===== src/rtl/ctrl_pkg.sv =====
// Shared opcode constants, control-field encodings and the ID/EX control struct
// for the ctrl_pipe decode/hazard slice.
package ctrl_pkg;

  localparam int ALU_W = 5;

  localparam logic [6:0] OP_R      = 7'b0110011;
  localparam logic [6:0] OP_I      = 7'b0010011;
  localparam logic [6:0] OP_LOAD   = 7'b0000011;
  localparam logic [6:0] OP_STORE  = 7'b0100011;
  localparam logic [6:0] OP_BRANCH = 7'b1100011;
  localparam logic [6:0] OP_JAL    = 7'b1101111;
  localparam logic [6:0] OP_JALR   = 7'b1100111;
  localparam logic [6:0] OP_LUI    = 7'b0110111;
  localparam logic [6:0] OP_AUIPC  = 7'b0010111;

  localparam logic [5:0] EXT_ITYPE_SHAMT = 6'b100000;
  localparam logic [5:0] EXT_ITYPE       = 6'b010000;
  localparam logic [5:0] EXT_STYPE       = 6'b001000;
  localparam logic [5:0] EXT_BTYPE       = 6'b000100;
  localparam logic [5:0] EXT_UTYPE       = 6'b000010;
  localparam logic [5:0] EXT_JTYPE       = 6'b000001;

  localparam logic [ALU_W-1:0] ALU_NOP   = 5'h00;
  localparam logic [ALU_W-1:0] ALU_LUI   = 5'h01;
  localparam logic [ALU_W-1:0] ALU_AUIPC = 5'h02;
  localparam logic [ALU_W-1:0] ALU_ADD   = 5'h03;
  localparam logic [ALU_W-1:0] ALU_SUB   = 5'h04;
  localparam logic [ALU_W-1:0] ALU_BNE   = 5'h05;
  localparam logic [ALU_W-1:0] ALU_BLT   = 5'h06;
  localparam logic [ALU_W-1:0] ALU_BGE   = 5'h07;
  localparam logic [ALU_W-1:0] ALU_BLTU  = 5'h08;
  localparam logic [ALU_W-1:0] ALU_BGEU  = 5'h09;
  localparam logic [ALU_W-1:0] ALU_SLT   = 5'h0A;
  localparam logic [ALU_W-1:0] ALU_SLTU  = 5'h0B;
  localparam logic [ALU_W-1:0] ALU_XOR   = 5'h0C;
  localparam logic [ALU_W-1:0] ALU_OR    = 5'h0D;
  localparam logic [ALU_W-1:0] ALU_AND   = 5'h0E;
  localparam logic [ALU_W-1:0] ALU_SLL   = 5'h0F;
  localparam logic [ALU_W-1:0] ALU_SRL   = 5'h10;
  localparam logic [ALU_W-1:0] ALU_SRA   = 5'h11;
  // M-extension ops are contiguous: mul, mulh, mulhsu, mulhu, div, divu, rem, remu
  localparam logic [ALU_W-1:0] ALU_MUL   = 5'h12;

  localparam logic [2:0] NPC_PLUS4  = 3'b000;
  localparam logic [2:0] NPC_BRANCH = 3'b001;
  localparam logic [2:0] NPC_JUMP   = 3'b010;
  localparam logic [2:0] NPC_JALR   = 3'b100;

  localparam logic [1:0] WD_ALU = 2'b00;
  localparam logic [1:0] WD_MEM = 2'b01;
  localparam logic [1:0] WD_PC  = 2'b10;

  localparam logic [2:0] DM_WORD   = 3'b000;
  localparam logic [2:0] DM_HALF   = 3'b001;
  localparam logic [2:0] DM_HALF_U = 3'b010;
  localparam logic [2:0] DM_BYTE   = 3'b011;
  localparam logic [2:0] DM_BYTE_U = 3'b100;

  typedef struct packed {
    logic             reg_write;
    logic             mem_write;
    logic             alu_src;
    logic [5:0]       ext_op;
    logic [ALU_W-1:0] alu_op;
    logic [2:0]       npc_op;
    logic [1:0]       wd_sel;
    logic [2:0]       dm_ctrl;
    logic [4:0]       rd;
  } ctrl_t;

endpackage


===== src/rtl/ctrl_dec.sv =====
// Combinational RV32I decoder; CTRL_MEXT_EN adds the funct7=0000001 multiply/divide group.
module ctrl_dec
  import ctrl_pkg::*;
(
  input  logic [31:0] inst,
  output ctrl_t       ctrl,
  output logic [4:0]  rs1,
  output logic [4:0]  rs2,
  output logic        rs1_used,
  output logic        rs2_used,
  output logic        is_load,
  output logic        is_div,
  output logic        illegal
);

  logic [6:0] opcode;
  logic [2:0] funct3;
  logic [6:0] funct7;

  assign opcode = inst[6:0];
  assign funct3 = inst[14:12];
  assign funct7 = inst[31:25];
  assign rs1    = inst[19:15];
  assign rs2    = inst[24:20];

  always_comb begin
    ctrl     = '0;
    rs1_used = 1'b0;
    rs2_used = 1'b0;
    is_load  = 1'b0;
    is_div   = 1'b0;
    illegal  = 1'b0;
    case (opcode)
      OP_R: begin
        ctrl.reg_write = 1'b1;
        rs1_used       = 1'b1;
        rs2_used       = 1'b1;
        case (funct7)
          7'b0000000: begin
            case (funct3)
              3'b000:  ctrl.alu_op = ALU_ADD;
              3'b001:  ctrl.alu_op = ALU_SLL;
              3'b010:  ctrl.alu_op = ALU_SLT;
              3'b011:  ctrl.alu_op = ALU_SLTU;
              3'b100:  ctrl.alu_op = ALU_XOR;
              3'b101:  ctrl.alu_op = ALU_SRL;
              3'b110:  ctrl.alu_op = ALU_OR;
              default: ctrl.alu_op = ALU_AND;
            endcase
          end
          7'b0100000: begin
            case (funct3)
              3'b000:  ctrl.alu_op = ALU_SUB;
              3'b101:  ctrl.alu_op = ALU_SRA;
              default: illegal = 1'b1;
            endcase
          end
`ifdef CTRL_MEXT_EN
          7'b0000001: begin
            ctrl.alu_op = ALU_MUL + ALU_W'(funct3);
            is_div      = funct3[2];
          end
`endif
          default: illegal = 1'b1;
        endcase
      end
      OP_I: begin
        ctrl.reg_write = 1'b1;
        ctrl.alu_src   = 1'b1;
        ctrl.ext_op    = EXT_ITYPE;
        rs1_used       = 1'b1;
        case (funct3)
          3'b000: ctrl.alu_op = ALU_ADD;
          3'b010: ctrl.alu_op = ALU_SLT;
          3'b011: ctrl.alu_op = ALU_SLTU;
          3'b100: ctrl.alu_op = ALU_XOR;
          3'b110: ctrl.alu_op = ALU_OR;
          3'b111: ctrl.alu_op = ALU_AND;
          3'b001: begin
            ctrl.ext_op = EXT_ITYPE_SHAMT;
            ctrl.alu_op = ALU_SLL;
            illegal     = (funct7 != 7'b0000000);
          end
          default: begin
            ctrl.ext_op = EXT_ITYPE_SHAMT;
            ctrl.alu_op = funct7[5] ? ALU_SRA : ALU_SRL;
            illegal     = (funct7 != 7'b0000000) && (funct7 != 7'b0100000);
          end
        endcase
      end
      OP_LOAD: begin
        ctrl.reg_write = 1'b1;
        ctrl.alu_src   = 1'b1;
        ctrl.ext_op    = EXT_ITYPE;
        ctrl.alu_op    = ALU_ADD;
        ctrl.wd_sel    = WD_MEM;
        rs1_used       = 1'b1;
        is_load        = 1'b1;
        case (funct3)
          3'b000:  ctrl.dm_ctrl = DM_BYTE;
          3'b001:  ctrl.dm_ctrl = DM_HALF;
          3'b010:  ctrl.dm_ctrl = DM_WORD;
          3'b100:  ctrl.dm_ctrl = DM_BYTE_U;
          3'b101:  ctrl.dm_ctrl = DM_HALF_U;
          default: illegal = 1'b1;
        endcase
      end
      OP_STORE: begin
        ctrl.mem_write = 1'b1;
        ctrl.alu_src   = 1'b1;
        ctrl.ext_op    = EXT_STYPE;
        ctrl.alu_op    = ALU_ADD;
        rs1_used       = 1'b1;
        rs2_used       = 1'b1;
        case (funct3)
          3'b000:  ctrl.dm_ctrl = DM_BYTE;
          3'b001:  ctrl.dm_ctrl = DM_HALF;
          3'b010:  ctrl.dm_ctrl = DM_WORD;
          default: illegal = 1'b1;
        endcase
      end
      OP_BRANCH: begin
        ctrl.ext_op = EXT_BTYPE;
        ctrl.npc_op = NPC_BRANCH;
        rs1_used    = 1'b1;
        rs2_used    = 1'b1;
        case (funct3)
          3'b000:  ctrl.alu_op = ALU_SUB;
          3'b001:  ctrl.alu_op = ALU_BNE;
          3'b100:  ctrl.alu_op = ALU_BLT;
          3'b101:  ctrl.alu_op = ALU_BGE;
          3'b110:  ctrl.alu_op = ALU_BLTU;
          3'b111:  ctrl.alu_op = ALU_BGEU;
          default: illegal = 1'b1;
        endcase
      end
      OP_JAL: begin
        ctrl.reg_write = 1'b1;
        ctrl.ext_op    = EXT_JTYPE;
        ctrl.npc_op    = NPC_JUMP;
        ctrl.wd_sel    = WD_PC;
      end
      OP_JALR: begin
        ctrl.reg_write = 1'b1;
        ctrl.alu_src   = 1'b1;
        ctrl.ext_op    = EXT_ITYPE;
        ctrl.alu_op    = ALU_ADD;
        ctrl.npc_op    = NPC_JALR;
        ctrl.wd_sel    = WD_PC;
        rs1_used       = 1'b1;
        illegal        = (funct3 != 3'b000);
      end
      OP_LUI, OP_AUIPC: begin
        ctrl.reg_write = 1'b1;
        ctrl.alu_src   = 1'b1;
        ctrl.ext_op    = EXT_UTYPE;
        ctrl.alu_op    = (opcode == OP_LUI) ? ALU_LUI : ALU_AUIPC;
      end
      default: illegal = 1'b1;
    endcase

    // Only writers carry a destination, so stores/branches never look like load-use producers.
    ctrl.rd = ctrl.reg_write ? inst[11:7] : 5'd0;

    if (illegal) begin
      ctrl     = '0;
      rs1_used = 1'b0;
      rs2_used = 1'b0;
      is_load  = 1'b0;
      is_div   = 1'b0;
    end
  end

endmodule


===== src/rtl/ctrl_pipe.sv =====
// ID/EX control register with load-use and divide-occupancy stalls.
// Macro CTRL_MEXT_EN enables M-extension decode and the multi-cycle divide counter.
module ctrl_pipe
  import ctrl_pkg::*;
#(
  parameter int ALUOP_W = 5,
  parameter int DIV_LAT = 8
) (
  input  logic               clk,
  input  logic               rst,
  input  logic [31:0]        id_inst,
  input  logic               id_valid,
  input  logic               ex_flush,
  output logic               ex_RegWrite,
  output logic               ex_MemWrite,
  output logic               ex_ALUSrc,
  output logic [5:0]         ex_EXTOp,
  output logic [ALUOP_W-1:0] ex_ALUOp,
  output logic [2:0]         ex_NPCOp,
  output logic [1:0]         ex_WDSel,
  output logic [2:0]         ex_dm_ctrl,
  output logic [4:0]         ex_rd,
  output logic               ex_valid,
  output logic               ex_illegal,
  output logic               stall_if_id,
  output logic               mdu_busy
);

  if (DIV_LAT < 2 || DIV_LAT > 32) begin : g_bad_div_lat
    $error("ctrl_pipe: DIV_LAT must be within 2..32");
  end

  ctrl_t      dec_ctrl;
  logic [4:0] dec_rs1;
  logic [4:0] dec_rs2;
  logic       dec_rs1_used;
  logic       dec_rs2_used;
  logic       dec_is_load;
  logic       dec_is_div;
  logic       dec_illegal;

  ctrl_dec u_dec (
    .inst     (id_inst),
    .ctrl     (dec_ctrl),
    .rs1      (dec_rs1),
    .rs2      (dec_rs2),
    .rs1_used (dec_rs1_used),
    .rs2_used (dec_rs2_used),
    .is_load  (dec_is_load),
    .is_div   (dec_is_div),
    .illegal  (dec_illegal)
  );

  ctrl_t ex_ctrl;
  logic  ex_load;
  logic  load_use;

  assign load_use = ex_valid && ex_load && (ex_ctrl.rd != 5'd0) && id_valid &&
                    ((dec_rs1_used && (dec_rs1 == ex_ctrl.rd)) ||
                     (dec_rs2_used && (dec_rs2 == ex_ctrl.rd)));

  assign stall_if_id = (mdu_busy | load_use) & ~ex_flush;

  always_ff @(posedge clk or posedge rst) begin
    if (rst) begin
      ex_ctrl    <= '0;
      ex_valid   <= 1'b0;
      ex_illegal <= 1'b0;
      ex_load    <= 1'b0;
    end else if (ex_flush || (!mdu_busy && (load_use || !id_valid))) begin
      ex_ctrl    <= '0;
      ex_valid   <= 1'b0;
      ex_illegal <= 1'b0;
      ex_load    <= 1'b0;
    end else if (!mdu_busy) begin
      ex_ctrl    <= dec_ctrl;
      ex_valid   <= 1'b1;
      ex_illegal <= dec_illegal;
      ex_load    <= dec_is_load;
    end
  end

`ifdef CTRL_MEXT_EN
  localparam logic [4:0] DIV_INIT = 5'(DIV_LAT - 1);

  // Counts the remaining EX cycles of a divide; non-zero means EX is occupied.
  logic [4:0] div_cnt;

  always_ff @(posedge clk or posedge rst) begin
    if (rst) begin
      div_cnt <= 5'd0;
    end else if (ex_flush) begin
      div_cnt <= 5'd0;
    end else if (div_cnt != 5'd0) begin
      div_cnt <= div_cnt - 5'd1;
    end else if (!load_use && id_valid && dec_is_div) begin
      div_cnt <= DIV_INIT;
    end
  end

  assign mdu_busy = (div_cnt != 5'd0);
`else
  logic unused_div;
  assign unused_div = dec_is_div;
  assign mdu_busy   = 1'b0;
`endif

  assign ex_RegWrite = ex_ctrl.reg_write;
  assign ex_MemWrite = ex_ctrl.mem_write;
  assign ex_ALUSrc   = ex_ctrl.alu_src;
  assign ex_EXTOp    = ex_ctrl.ext_op;
  assign ex_ALUOp    = ALUOP_W'(ex_ctrl.alu_op);
  assign ex_NPCOp    = ex_ctrl.npc_op;
  assign ex_WDSel    = ex_ctrl.wd_sel;
  assign ex_dm_ctrl  = ex_ctrl.dm_ctrl;
  assign ex_rd       = ex_ctrl.rd;

endmodule


===== config.mk =====
export PLATFORM = sky130hd
export DESIGN_NAME = ctrl_pipe
export DESIGN_NICKNAME = d
export VERILOG_FILES = /design/src/rtl/ctrl_pkg.sv /design/src/rtl/ctrl_dec.sv /design/src/rtl/ctrl_pipe.sv
export SDC_FILE = /design/constraint.sdc
export NUM_CORES = 1
export LEC_CHECK = 0
export ABC_AREA = 0
export ABC_CLOCK_PERIOD_IN_PS = 2400
export CORE_MARGIN = 2
export CORE_UTILIZATION = 40
export CTS_CLUSTER_DIAMETER = 30
export CTS_CLUSTER_SIZE = 40
export DETAILED_ROUTE_END_ITERATION = 7
export PLACE_DENSITY = 0.72
export SYNTH_ARGS = -nofsm -noshare
export SYNTH_HDL_FRONTEND = slang
export SYNTH_SLANG_ARGS = --single-unit

===== constraint.sdc =====
create_clock -name clk -period 2.4 [get_ports clk]
set_input_delay 0.24 -clock clk [delete_from_list [all_inputs] [get_ports clk]]
set_output_delay 0.24 -clock clk [all_outputs]
set_load 0.05 [all_outputs]

==> results of run 1 <==
[per-layer routing]
metal | GRT usage, % | vias to the layer above
li1 | - | 872
met1 | 25.2 | 839
met2 | 30.9 | 68
met3 | 3.31 | 4
met4 | 4.94 | 0
met5 | 0 | -
[kinds of logic after synthesis]
group / after synthesis
AO/OA/AOI/OAI: 41
XOR/XNOR: 12
buffers and inverters: 21
flip-flops: 29
other: 1
AND/OR/NAND/NOR: 82
[worst max-delay path, stage by stage]
cell and delay (ns):
clkdlybuf4s50_1 0.39, buf_4 0.18, nand3b_1 0.21, a211oi_1 0.12, a211oi_4 0.27, o211ai_4 0.13, nor4bb_4 0.36, buf_12 0.18
[state kept, by name, indices dropped and copies added, names as in the netlist]
register / flops
ex_load: 1
ex_illegal: 1
ex_dm_ctrl: 3
ex_rd: 5
ex_EXTOp: 6
ex_WDSel: 1
ex_RegWrite: 1
ex_MemWrite: 1
ex_ALUSrc: 1
ex_ALUOp: 5
ex_valid: 1
ex_NPCOp: 3
[metrics by stage]
| step | power (mW) | cells | TNS, ns | cell area (µm²) | worst slack [ns] |
|---|---|---|---|---|---|
| after global routing | 1.26 | 334 | -0.00458 | 2980 | -0.00458 |
| after CTS | 1.21 | 327 | 0 | 2880 | 0.00891 |
| after floorplan | 0.609 | 186 | 0 | 1910 | 0.00588 |
| after global placement | 0.723 | 319 | -0.0338 | 2760 | -0.0338 |
| final | 1.21 | 334 | 0 | 2980 | 0.0850 |
| after detailed placement | 0.725 | 319 | -0.0804 | 2760 | -0.0804 |
[layout by cell type, fill, tap and decap left out, types with 3 or more instances in the layout]
cell type and count:
o211ai_1 3, nand2b_1 4, dfrtp_1 28, dlymetal6s2s_1 4
o21ai_0 5, a21o_1 3, inv_1 6, clkdlybuf4s50_1 57
nor3_2 13, nor3_1 4, a21oi_1 6, nor3b_2 3
nor2_1 7, xor2_1 9, or3_1 3, nor4_2 4
nand2_1 13, xnor2_1 3, nor4_1 7, buf_4 35
dlygate4sd2_1 3, nand3_1 9, clkbuf_8 5
[cell type report]
| type | count | area, µm² | area share [%] |
|---|---|---|---|
| Tap cell | 54 | 67.6 | 2.27 |
| Inverter | 7 | 28.8 | 0.966 |
| Timing Repair Buffer | 101 | 950 | 31.9 |
| Clock buffer | 5 | 68.8 | 2.31 |
| Multi-Input combinational cell | 136 | 1100 | 37.0 |
| Clock inverter | 2 | 35.0 | 1.18 |
| Sequential cell | 29 | 727 | 24.4 |
[power by group]
group,internal (mW),switching [mW]
combinational,0.117,0.121
clock,0.301,0.180
sequential,0.491,0.000976
[worst paths after layout]
kind                                to  slack [ns]  cells past startpoint
max in group asynchronous     ex_rd[2]        1.78                      3
hold / removal             ex_WDSel[1]        0.34                      3
setup / recovery           stall_if_id        0.09                      8
setup reg to reg           ex_NPCOp[2]        0.41                      5
hold reg to reg               ex_valid        1.07                      4
min in group clk           ex_EXTOp[0]        0.38                      3
[timing repair]
item,4_1_cts,5_1_grt
endpoints found under the setup margin,1,1
pin swaps,4,6
resized for setup,5,10
setup buffers,1,7
==> run_results.csv, run 1 <==
group,metric,value,unit
route,drtIter0Drc,123,
logic_synthesis,synth_common_cells,"dfrtp_1, nand2_1, nor3_2",
layout,synthToLayoutAreaGrowth,57.3,%
sta,slew_violations,0,
cts,cts-root-buf,"clkbuf_8",
layout,fillers,396,
global_routing,grt_pass1_wl,7.76,mm
layout,n_antenna_cell,0,
logic_synthesis,synthesis.nets,222,
worst_setup_path,worstSetupPathType,"in2out",
sta,setup_viol,0,
route,post-route-drc-count,0,
floorplanning,coreArea,4630,µm²
floorplanning,core.rowCount,25,
route,antenna_left,0,
route,highest_layer,"met4",
sta,finClkSkew,0.0101,ns
worst_setup_path,cp.required,2.16,ns
global_routing,grt_usage,18.7,%
logic_synthesis,synth-edff-count,0,
floorplanning,io_pins,67,
logic_synthesis,synth-seq-cells,29,
cts,cts_buffers,5,
cts,cts.sink_count,29,
logic_synthesis,synthesis.area,1890,µm²
logic_synthesis,synth_area_leaders,"dfrtp_1, nor3_2, xor2_1",
sta,timing.fmax,0.432,GHz
logic_synthesis,synth-simple-area-share,30.4,%
place,io_buffers,65,
floorplanning,start_util,40.9,%
floorplanning,dieArea,5300,µm²
logic_synthesis,synth-xor-area-share,5.55,%
layout,drive_gt1_share,29.3,%
route,drt-met1-wl,2.18,mm
route,wl_met3,250,µm
logic_synthesis,yosysMostFrequentCell,"dfrtp_1",
logic_synthesis,ys.warnings.count,0,
route,post_drt_wl_per_cell,14.7,µm
route,wl_met2,2.46,mm
floorplanning,chipHeight,72.8,µm
worst_setup_path,start_kind,"input port",
sta,period_needed,2.31,ns
sta,tightest_slew,0.527,ns
global_routing,grt_max_degree,30,
logic_synthesis,synthAdderAreaFrac,0,%
cts,hold_buffers,0,
place,hpwl,3.64,mm
cts,clock_latency,0.27,ns
global_routing,antenna_found_initial,0,
route,vias,1783,
logic_synthesis,postSynthCellCount,186,
layout,final_core_utilization,64.3,%
run_status,run_status,"finished, final reports clean",
global_routing,overflow,0,
power_and_ir_drop,power_density,407,nW/µm²
sta,hold_ws,0.339,ns
run,drv_cap,0,
global_routing,grt_pass1_vias,1693,
route,firstDrtPassIters,5,
sta,timing_hold_violations_final,0,
route,viasPerCell,5.34,
logic_synthesis,synth_top_flop_cell,"dfrtp_1",
worst_setup_path,worst_ep_arrival_time,2.07,ns
place,gp_congestion,0.900,
worst_setup_path,worstPathMaxFanout,13,
sta,max_slew_margin,64.8,%
cts,cts_tree,"built",
logic_synthesis,synth_mux_area_share,0,%
logic_synthesis,yosys.area.top_type,"dfrtp_1",
logic_synthesis,async_flop_share,100,%
power_and_ir_drop,power_leakage,1.22,nW
power_and_ir_drop,ir_drop,0.000334,V
route,postRouteWirelength,4.92,mm
logic_synthesis,synth.avg_cell_area,10.2,µm²
worst_setup_path,timing.rr.start,"ex_rd[1]",
floorplanning,die_w,72.8,µm
logic_synthesis,synth_compound_area_share,18.6,%
cts,htreeDepth,2,
sta,period_share,96.5,%
cts,cts_buffer_depth,2,
logic_synthesis,synth_top_area_share,38.3,%
worst_setup_path,cp-end-kind,"output pin",
worst_setup_path,startpoint,"id_inst[6]",
logic_synthesis,ys_types,51,
logic_synthesis,synth_top_family_by_area,"simple AND/OR/NAND/NOR gates",
worst_hold_path,hold_path_class,"in2async",
layout,finalNetCount,316,
cts,clkTransAtPathRegs,0.06,ns
logic_synthesis,yosysSeqAreaShare,38.3,%
No activity file was read; power rests on OpenSTA's default activity.
==> run 2, diff against run 1 <==
ABC_CLOCK_PERIOD_IN_PS = 2800   (was 2400)
CAP_MARGIN = 5   (was unset)
clock period = 2.8 ns   (was 2.4 ns; I/O delays follow)
==> run 2 against run 1 <==
Net effect: sequential share of layout area grew 1.8 points; sequential power down 14%; worst setup slack improved by 0.12 ns; clock power is 4% lower; die area unchanged; critical path depth shrank 1; critical endpoint unchanged; highest routed layer unchanged.
==> run_results.csv, run 2 (synthesis results as in run 1) <==
group,metric,value,unit
place,gp_congestion,0.949,
cts,htreeDepth,2,
route,vias,1719,
power_and_ir_drop,ir_drop,0.000183,V
layout,largest_reg_flops,6,
sta,max_slew_margin,64.8,%
cts,cts_tree,"built",
layout,final_common_cell,"clkdlybuf4s50_1",
route,firstDrtPassIters,4,
cts,cts_buffers,5,
worst_setup_path,worstSetupPathType,"in2out",
sta,hold_ws,0.364,ns
worst_setup_path,rr_worst_depth,5,
sta,finClkSkew,0.0140,ns
cts,cts_buffer_depth,2,
route,drtIter0Drc,104,
layout,drive_gt1_share,22.0,%
floorplanning,chipHeight,72.8,µm
sta,timing_hold_violations_final,0,
worst_setup_path,cp-end-kind,"output pin",
sta,period_share,92.8,%
floorplanning,core.rowCount,25,
worst_setup_path,r2r_slack,0.79,ns
worst_setup_path,worstPathMaxFanout,13,
global_routing,antenna_found_initial,0,
floorplanning,die_w,72.8,µm
global_routing,grt_max_degree,30,
global_routing,grt_pass1_wl,7.77,mm
run_status,run_status,"finished, final reports clean",
floorplanning,dieArea,5300,µm²
layout,n_antenna_cell,0,
layout,mostFrequentLayoutCells,"clkdlybuf4s50_1, dfrtp_1, nand2_1, nor3_2, buf_4",
sta,timing.fmax,0.385,GHz
floorplanning,io_pins,67,
sta,slew_violations,0,
worst_setup_path,worst_ep_arrival_time,2.32,ns
route,antenna_left,0,
route,post_drt_wl_per_cell,15.5,µm
cts,cts-root-buf,"clkbuf_8",
run,drv_cap,0,
floorplanning,start_util,40.9,%
cts,cts.sink_count,29,
cts,cts_setup_buffers,0,
sta,setup_viol,0,
worst_setup_path,cp.required,2.52,ns
power_and_ir_drop,power_leakage,1.07,nW
worst_setup_path,timing.rr.start,"ex_rd[1]",
sta,rsz0062_at_grt,"false",
sta,period_needed,2.60,ns
layout,synthToLayoutAreaGrowth,46.5,%
sta,tightest_slew,0.526,ns
route,postRouteWirelength,4.86,mm
global_routing,overflow,0,
route,post-route-drc-count,0,
worst_setup_path,start_kind,"input port",
global_routing,grt_pass1_vias,1640,
power_and_ir_drop,power_density,384,nW/µm²
cts,hold_buffers,0,
route,viasPerCell,5.49,
global_routing,grt_usage,19.1,%
layout,finalNetCount,294,
floorplanning,coreArea,4630,µm²
worst_hold_path,hold_path_class,"in2async",
cts,ctsResizeCount,0,
worst_setup_path,timing.rr.end,"ex_NPCOp[2]",
sta,setup_tns,0,ns
cts,clock_latency,0.29,ns
cts,clkTransAtPathRegs,0.07,ns
power_and_ir_drop,p_total,1.06,mW
place,hpwl,3.64,mm
place,io_buffers,65,
layout,fillers,414,
==> run 2: where the power goes <==
group | switching [mW] | leakage, nW | internal [mW]
logic | 0.0962 | 0.613 | 0.0851
clock network | 0.172 | 0.0574 | 0.289
registers | 0.000827 | 0.403 | 0.421
==> run 2: worst max-delay path by stage <==
| stage | slack (ns) | cells after the start | to | from |
|---|---|---|---|---|
| after global placement | 0.23 | 7 | stall_if_id | id_inst[26] |
| after detailed placement | 0.19 | 7 | stall_if_id | id_inst[4] |
| after global routing | 0.04 | 7 | stall_if_id | id_inst[26] |
| after floorplan | 0.34 | 5 | stall_if_id | ex_rd[2] |
| after CTS | 0.20 | 7 | stall_if_id | id_inst[4] |
| final | 0.20 | 7 | stall_if_id | id_inst[6] |
==> run 2: metal layers <==
metal,GRT usage [%],vias to the layer above,wire [µm]
li1,-,829,-
met1,24.2,826,2080
met4,6.17,0,37
met3,5.25,4,331
met5,0,-,0
met2,31.6,60,2410
==> run 2: layout make-up <==
cell class | count | area (µm²) | area share [%]
inverter | 7 | 28.8 | 1.04
multi-input combinational | 136 | 1050 | 38.0
clock buffer | 6 | 82.6 | 2.98
clock inverter | 2 | 37.5 | 1.35
sequential | 29 | 726 | 26.2
timing repair buffer | 79 | 778 | 28.1
tap | 54 | 67.6 | 2.44
==> run 2: critical path, stage by stage <==
cell,delay (ns)
clkdlybuf4s50_1,0.74
or3_1,0.20
a211oi_1,0.06
a211oi_2,0.32
o211ai_2,0.18
nor4bb_4,0.36
buf_12,0.18
==> run 2: metrics by stage <==
stage               std cells  utilization, %  instance area, µm²  worst slack [ns]
finish                    313            59.9                2770             0.202
global route              313            59.9                2770            0.0401
CTS                       313            59.9                2770             0.196
detailed placement        305            57.3                2650             0.192
floorplan                 186               -                1910             0.337
global placement          305            57.3                2650             0.234
